### src/rtl/pipeline_hazard_ctrl.sv
// pipeline_hazard_ctrl: in-order pipeline hazard unit (stall, flush, forwarding select, event counters)
//
// Ports
//   clk                 rising-edge clock
//   reset               asynchronous active-low reset
//   if_id_*_i           source registers of the instruction in ID and whether each is read
//   id_ex_*_i           ID/EX stage source/destination registers and write/load flags
//   ex_mem_*_i          EX/MEM destination register and write flag
//   mem_wb_*_i          MEM/WB destination register and write flag
//   ex_redirect_i       taken branch / jalr resolved in EX this cycle
//   pc_write_o          PC may advance
//   if_id_write_o       IF/ID may load
//   if_id_flush_o       IF/ID is squashed
//   id_ex_bubble_o      ID/EX control fields are zeroed at the next edge
//   fwd_a_o, fwd_b_o    operand source: 00 regfile, 10 EX/MEM, 01 MEM/WB
//   state_o             RUN=00, STALL=01, REDIRECT=10
//   stall_cnt_o         saturating count of stall cycles
//   flush_cnt_o         saturating count of redirect flushes
//
// Build option HAZARD_FORWARDING_EN: when defined, forwarding is active and only a
// load-use stalls; when undefined, forwarding selects stay 00 and any RAW match
// against ID/EX, EX/MEM or MEM/WB stalls until the writer has drained.
module pipeline_hazard_ctrl (
  input  logic        clk,
  input  logic        reset,
  input  logic [4:0]  if_id_rs1_i,
  input  logic [4:0]  if_id_rs2_i,
  input  logic        if_id_use_rs1_i,
  input  logic        if_id_use_rs2_i,
  input  logic [4:0]  id_ex_rs1_i,
  input  logic [4:0]  id_ex_rs2_i,
  input  logic [4:0]  id_ex_rd_i,
  input  logic        id_ex_reg_write_i,
  input  logic        id_ex_mem_read_i,
  input  logic [4:0]  ex_mem_rd_i,
  input  logic        ex_mem_reg_write_i,
  input  logic [4:0]  mem_wb_rd_i,
  input  logic        mem_wb_reg_write_i,
  input  logic        ex_redirect_i,
  output logic        pc_write_o,
  output logic        if_id_write_o,
  output logic        if_id_flush_o,
  output logic        id_ex_bubble_o,
  output logic [1:0]  fwd_a_o,
  output logic [1:0]  fwd_b_o,
  output logic [1:0]  state_o,
  output logic [15:0] stall_cnt_o,
  output logic [15:0] flush_cnt_o
);
  typedef enum logic [1:0] {RUN = 2'b00, STALL = 2'b01, REDIRECT = 2'b10} state_t;
  state_t      r_state, w_next;
  logic [15:0] r_stall_cnt, r_flush_cnt;
  logic        w_hazard, w_stall_evt, w_flush_evt;
  logic [1:0]  w_fwd_a, w_fwd_b;
  logic        w_unused;

  // x0 is hard-wired zero, so a destination of 0 never matches anything
  function automatic logic f_hit(input logic [4:0] rs, input logic [4:0] rd, input logic we);
    return we & (rd != 5'd0) & (rs == rd);
  endfunction

`ifdef HAZARD_FORWARDING_EN
  assign w_hazard = (if_id_use_rs1_i & f_hit(if_id_rs1_i, id_ex_rd_i, id_ex_mem_read_i)) |
                    (if_id_use_rs2_i & f_hit(if_id_rs2_i, id_ex_rd_i, id_ex_mem_read_i));
  // EX/MEM holds the younger result, so it wins over MEM/WB
  assign w_fwd_a = f_hit(id_ex_rs1_i, ex_mem_rd_i, ex_mem_reg_write_i) ? 2'b10 :
                   f_hit(id_ex_rs1_i, mem_wb_rd_i, mem_wb_reg_write_i) ? 2'b01 : 2'b00;
  assign w_fwd_b = f_hit(id_ex_rs2_i, ex_mem_rd_i, ex_mem_reg_write_i) ? 2'b10 :
                   f_hit(id_ex_rs2_i, mem_wb_rd_i, mem_wb_reg_write_i) ? 2'b01 : 2'b00;
  assign w_unused = id_ex_reg_write_i;
`else
  logic w_raw_rs1, w_raw_rs2;
  // without bypass paths every in-flight writer must drain before ID may read
  assign w_raw_rs1 = if_id_use_rs1_i & (f_hit(if_id_rs1_i, id_ex_rd_i, id_ex_reg_write_i) |
                                        f_hit(if_id_rs1_i, ex_mem_rd_i, ex_mem_reg_write_i) |
                                        f_hit(if_id_rs1_i, mem_wb_rd_i, mem_wb_reg_write_i));
  assign w_raw_rs2 = if_id_use_rs2_i & (f_hit(if_id_rs2_i, id_ex_rd_i, id_ex_reg_write_i) |
                                        f_hit(if_id_rs2_i, ex_mem_rd_i, ex_mem_reg_write_i) |
                                        f_hit(if_id_rs2_i, mem_wb_rd_i, mem_wb_reg_write_i));
  assign w_hazard = w_raw_rs1 | w_raw_rs2;
  assign w_fwd_a  = 2'b00;
  assign w_fwd_b  = 2'b00;
  assign w_unused = ^{id_ex_rs1_i, id_ex_rs2_i, id_ex_mem_read_i};
`endif

  // REDIRECT masks both the redirect input (EX holds a bubble) and hazard detection
  always_comb begin
    w_next         = RUN;
    pc_write_o     = 1'b1;
    if_id_write_o  = 1'b1;
    if_id_flush_o  = 1'b0;
    id_ex_bubble_o = 1'b0;
    w_stall_evt    = 1'b0;
    w_flush_evt    = 1'b0;
    if (!reset) begin
      pc_write_o     = 1'b0;
      if_id_write_o  = 1'b0;
      if_id_flush_o  = 1'b1;
      id_ex_bubble_o = 1'b1;
    end else if (r_state != REDIRECT) begin
      if (ex_redirect_i) begin
        if_id_flush_o  = 1'b1;
        id_ex_bubble_o = 1'b1;
        w_next         = REDIRECT;
        w_flush_evt    = 1'b1;
      end else if (w_hazard) begin
        pc_write_o     = 1'b0;
        if_id_write_o  = 1'b0;
        id_ex_bubble_o = 1'b1;
        w_next         = STALL;
        w_stall_evt    = 1'b1;
      end
    end
  end

  always_ff @(posedge clk or negedge reset) begin
    if (!reset) begin
      r_state     <= RUN;
      r_stall_cnt <= '0;
      r_flush_cnt <= '0;
    end else begin
      r_state <= w_next;
      if (w_stall_evt && r_stall_cnt != 16'hFFFF) r_stall_cnt <= r_stall_cnt + 16'd1;
      if (w_flush_evt && r_flush_cnt != 16'hFFFF) r_flush_cnt <= r_flush_cnt + 16'd1;
    end
  end

  assign fwd_a_o     = reset ? w_fwd_a : 2'b00;
  assign fwd_b_o     = reset ? w_fwd_b : 2'b00;
  assign state_o     = r_state;
  assign stall_cnt_o = r_stall_cnt;
  assign flush_cnt_o = r_flush_cnt;
endmodule

### config.mk
export PLATFORM = sky130hd
export DESIGN_NAME = pipeline_hazard_ctrl
export DESIGN_NICKNAME = d
export VERILOG_FILES = /design/src/rtl/pipeline_hazard_ctrl.sv
export SDC_FILE = /design/constraint.sdc
export NUM_CORES = 1
export LEC_CHECK = 0
export CAP_MARGIN = 5
export CORE_AREA = 10 10 80 82
export CTS_CLUSTER_DIAMETER = 100
export DETAILED_ROUTE_END_ITERATION = 8
export DIE_AREA = 0 0 90 92
export PLACE_DENSITY = 0.91
export REMOVE_ABC_BUFFERS = 1
export SLEW_MARGIN = 20
export SYNTH_ARGS = -nofsm -noshare
export SYNTH_HDL_FRONTEND = slang
export SYNTH_SLANG_ARGS = --single-unit
### constraint.sdc
create_clock -name clk -period 2.71 [get_ports clk]
set_input_delay 0.542 -clock clk [delete_from_list [all_inputs] [get_ports clk]]
set_output_delay 0.542 -clock clk [all_outputs]
set_load 0.03 [all_outputs]
==> impl_metrics.ini <==
[place]
gp_congestion = 0.872
dpl.hpwl_mm = 4.69
portBuffers = 70
dp_cells = 359

[sta]
rsz0062_at_grt = true
min_period_ns = 2.89
fmax_mhz = 346
fin_ws_ns = -0.177
fin_skew_ns = 0.00590
finalMaxSlewViolations = 0
finalHoldViolCount = 0
fin_crit_sh_pct = 107
finalSetupViolations = 3
whs_ns = 0.492

[setup_path]
reg2reg_from = flush_cnt_o[7]
reg2reg_slack_ns = 0.65
critPathRequiredTime_ns = 2.17
critical_path_class = in2out
critPathBufInv = 3
rr_endpoint = flush_cnt_o[15]
crit_path_max_fanout = 2
crit_path_start = ex_mem_rd_i[4]
crit_family = simple AND/OR/NAND/NOR gates
cp-end-kind = primary output
critPathArrivalTime_ns = 2.34
r2r_cells = 7
crit_chain = buf_6 > or4_4 > nor2_4 > nor4_4 > o31ai_2 > and2_4 > buf_6 > o31a_1 > buf_6
worst_path_most_repeated_cell = buf_6
critical-path-max-stage-delay_ns = 0.54
cp_slowest_cell = or4_4
worst_setup_path_start_kind = input pin

[worst_hold_path]
hold_end = stall_cnt_o[15]
worstHoldStart = stall_cnt_o[15]
min_path_cells = 1
hold_path.class = reg2reg

[logic_synthesis]
synth_seq_cells = 34
synth.area.top_cells = dfrtp_1 43%, xnor2_1 17%, xor2_1 9.2%, nand4_1 3.8%, nand2_1 3.4%
synth.cell_area_mm2 = 0.00199
yosysWarnings = 0
synth_top_area_cell = dfrtp_1
synth-main-ff-cell = dfrtp_1
ys_seq_area_share_pct = 42.7
syn_area_per_cell_um2 = 10.1
postSynth.asyncResetShare_pct = 100
synthDistinctLibCells = 33
synth_common_cells = 38 x xnor2_1, 34 x dfrtp_1, 21 x xor2_1
synth_top_cell_area_share_pct = 42.7
netlist_instances = 197
synth_edf_count = 0
synth.most_common_cell = xnor2_1

[grt]
grt_max_degree = 23
grt_pass1_wl_mm = 9.61
overflow = 0
first_global_vias = 2043
grt_util_all_layers_pct = 14.0
antenna_found_initial = 0

[floorplan]
die_w_um = 90
initial_core_util_pct = 40.6
io_pins = 86
dieArea_mm2 = 0.00828
rows = 26
die_height_um = 92
core_area_mm2 = 0.00491

[clock_network]
cts.clk_slew.worst_paths_ns = 0.07
cts-buffers-inserted = 5
hold_buffers = 0
cts_max_level = 2
clockBufferDepth = 2
cts_tree = built
root_buffer = clkbuf_8
clock_latency_ns = 0.29
cts_sinks = 34

[cells_and_area]
diodes = 0
drive_above_1_share_pct = 28.9
syn2layout_area_growth_pct = 63.2
instances_no_fill = 371
n_fill_cell = 407
nets = 346

[detailed_routing]
routed_via_density = 4.98
wl_met3_um = 523
first_pass_iters = 4
drt_wl_total_mm = 5.87
drc_errors = 0
wl_met2_mm = 2.93
ant_nets = 0
drt_iter0_drc = 55
wl_met1_mm = 2.36
wire_per_inst_um = 15.8
highest_layer = met4
via_count = 1849

[pwr]
vdd_drop_max_mv = 0.254
finalPower_mw = 1.68
power_per_cell_area_mw_per_mm2 = 518
p_leak_nw = 1.41

[flow_run]
max_cap_viol_count = 0

[run_status]
violations = setup timing
outcome = complete, but fails checks
[how the worst max path moves through the flow]
stage / end / slack (ns) / depth (start not counted)
finish: if_id_write_o / -0.18 / 9
detailed placement: id_ex_bubble_o / -0.84 / 8
floorplan: if_id_write_o / -0.15 / 6
global route: pc_write_o / -0.26 / 9
global placement: id_ex_bubble_o / -0.77 / 8
CTS: if_id_write_o / -0.16 / 9
[logic make-up (layout without fill, tap and decap cells)]
group	after synthesis	in the layout	synth area share, %
mux	3	3	1.63
flops	34	34	42.7
other cells	1	4	0.188
compound gates	10	10	4.58
fa+ha+maj	2	2	1.26
xor+xnor	59	59	25.9
simple gates	79	79	20.7
buf+inv	9	110	3.01
[cell usage in the layout, fill, tap and decap left out, drive strengths merged]
| cell type | n |
|---|---|
| dlygate4sd2 | 8 |
| dfrtp | 34 |
| clkdlybuf4s15 | 4 |
| o21ai | 2 |
| nor2b | 2 |
| inv | 3 |
| mux2i | 1 |
| a21oi | 1 |
| ha | 2 |
| nor4 | 6 |
| xnor2 | 38 |
| and3 | 8 |
| mux2 | 2 |
| o31a | 1 |
| nand4 | 12 |
| a211o | 1 |
| or4 | 3 |
| nor3 | 1 |
| bufinv | 2 |
| o31ai | 2 |
| conb | 4 |
| and4 | 2 |
| buf | 45 |
| and2 | 1 |
| a31o | 1 |
| nand2 | 18 |
| nand3 | 10 |
| clkinv | 1 |
| o21bai | 1 |
| clkdlybuf4s50 | 41 |
| nand2b | 2 |
| a41oi | 1 |
| clkbuf | 6 |
| xor2 | 21 |
| nor2 | 14 |
[through the flow]
| step | instance area (um^2) | setup WS, ns | util, % | TNS [ns] |
|---|---|---|---|---|
| floorplan | 1960 | -0.152 | - | -0.304 |
| global route | 3250 | -0.256 | 66.2 | -0.693 |
| detailed placement | 2930 | -0.845 | 59.6 | -2.76 |
| finish | 3250 | -0.177 | 66.2 | -0.445 |
| global placement | 2930 | -0.767 | 59.6 | -1.87 |
| CTS | 3190 | -0.162 | 64.9 | -0.408 |
[flip-flops by register name, indices dropped and copies added, names as in the netlist]
register and cells:
flush_cnt_o 16, stall_cnt_o 16, state_o 2
[layout make-up]
| class | count | area (um^2) | area share (%) |
|---|---|---|---|
| clock buffer | 5 | 68.8 | 2.12 |
| clock inverter | 3 | 68.8 | 2.12 |
| inverter | 3 | 11.3 | 0.346 |
| sequential | 34 | 851 | 26.2 |
| timing repair buffer | 99 | 881 | 27.1 |
| tap | 70 | 87.6 | 2.69 |
| multi-input combinational | 157 | 1280 | 39.5 |
[metal layers]
layer,GRT usage (%),vias to the layer above
li1,-,879
met1,13.9,891
met2,25.6,75
met3,7.33,4
met4,2.92,0
met5,0,-
[power breakdown]
group          internal, mW  leakage (nW)  switching [mW]  total [mW]
Clock                 0.369        0.0683           0.202       0.570
Combinational         0.230         0.893           0.266       0.496
Sequential            0.557         0.453          0.0614       0.618
[timing repair]
item,4_1_cts,5_1_grt
endpoints found under the setup margin,3,3
pin swaps,21,14
setup buffers,2,2
gates resized for setup,110,12
Power figures use the tool's default switching activity.
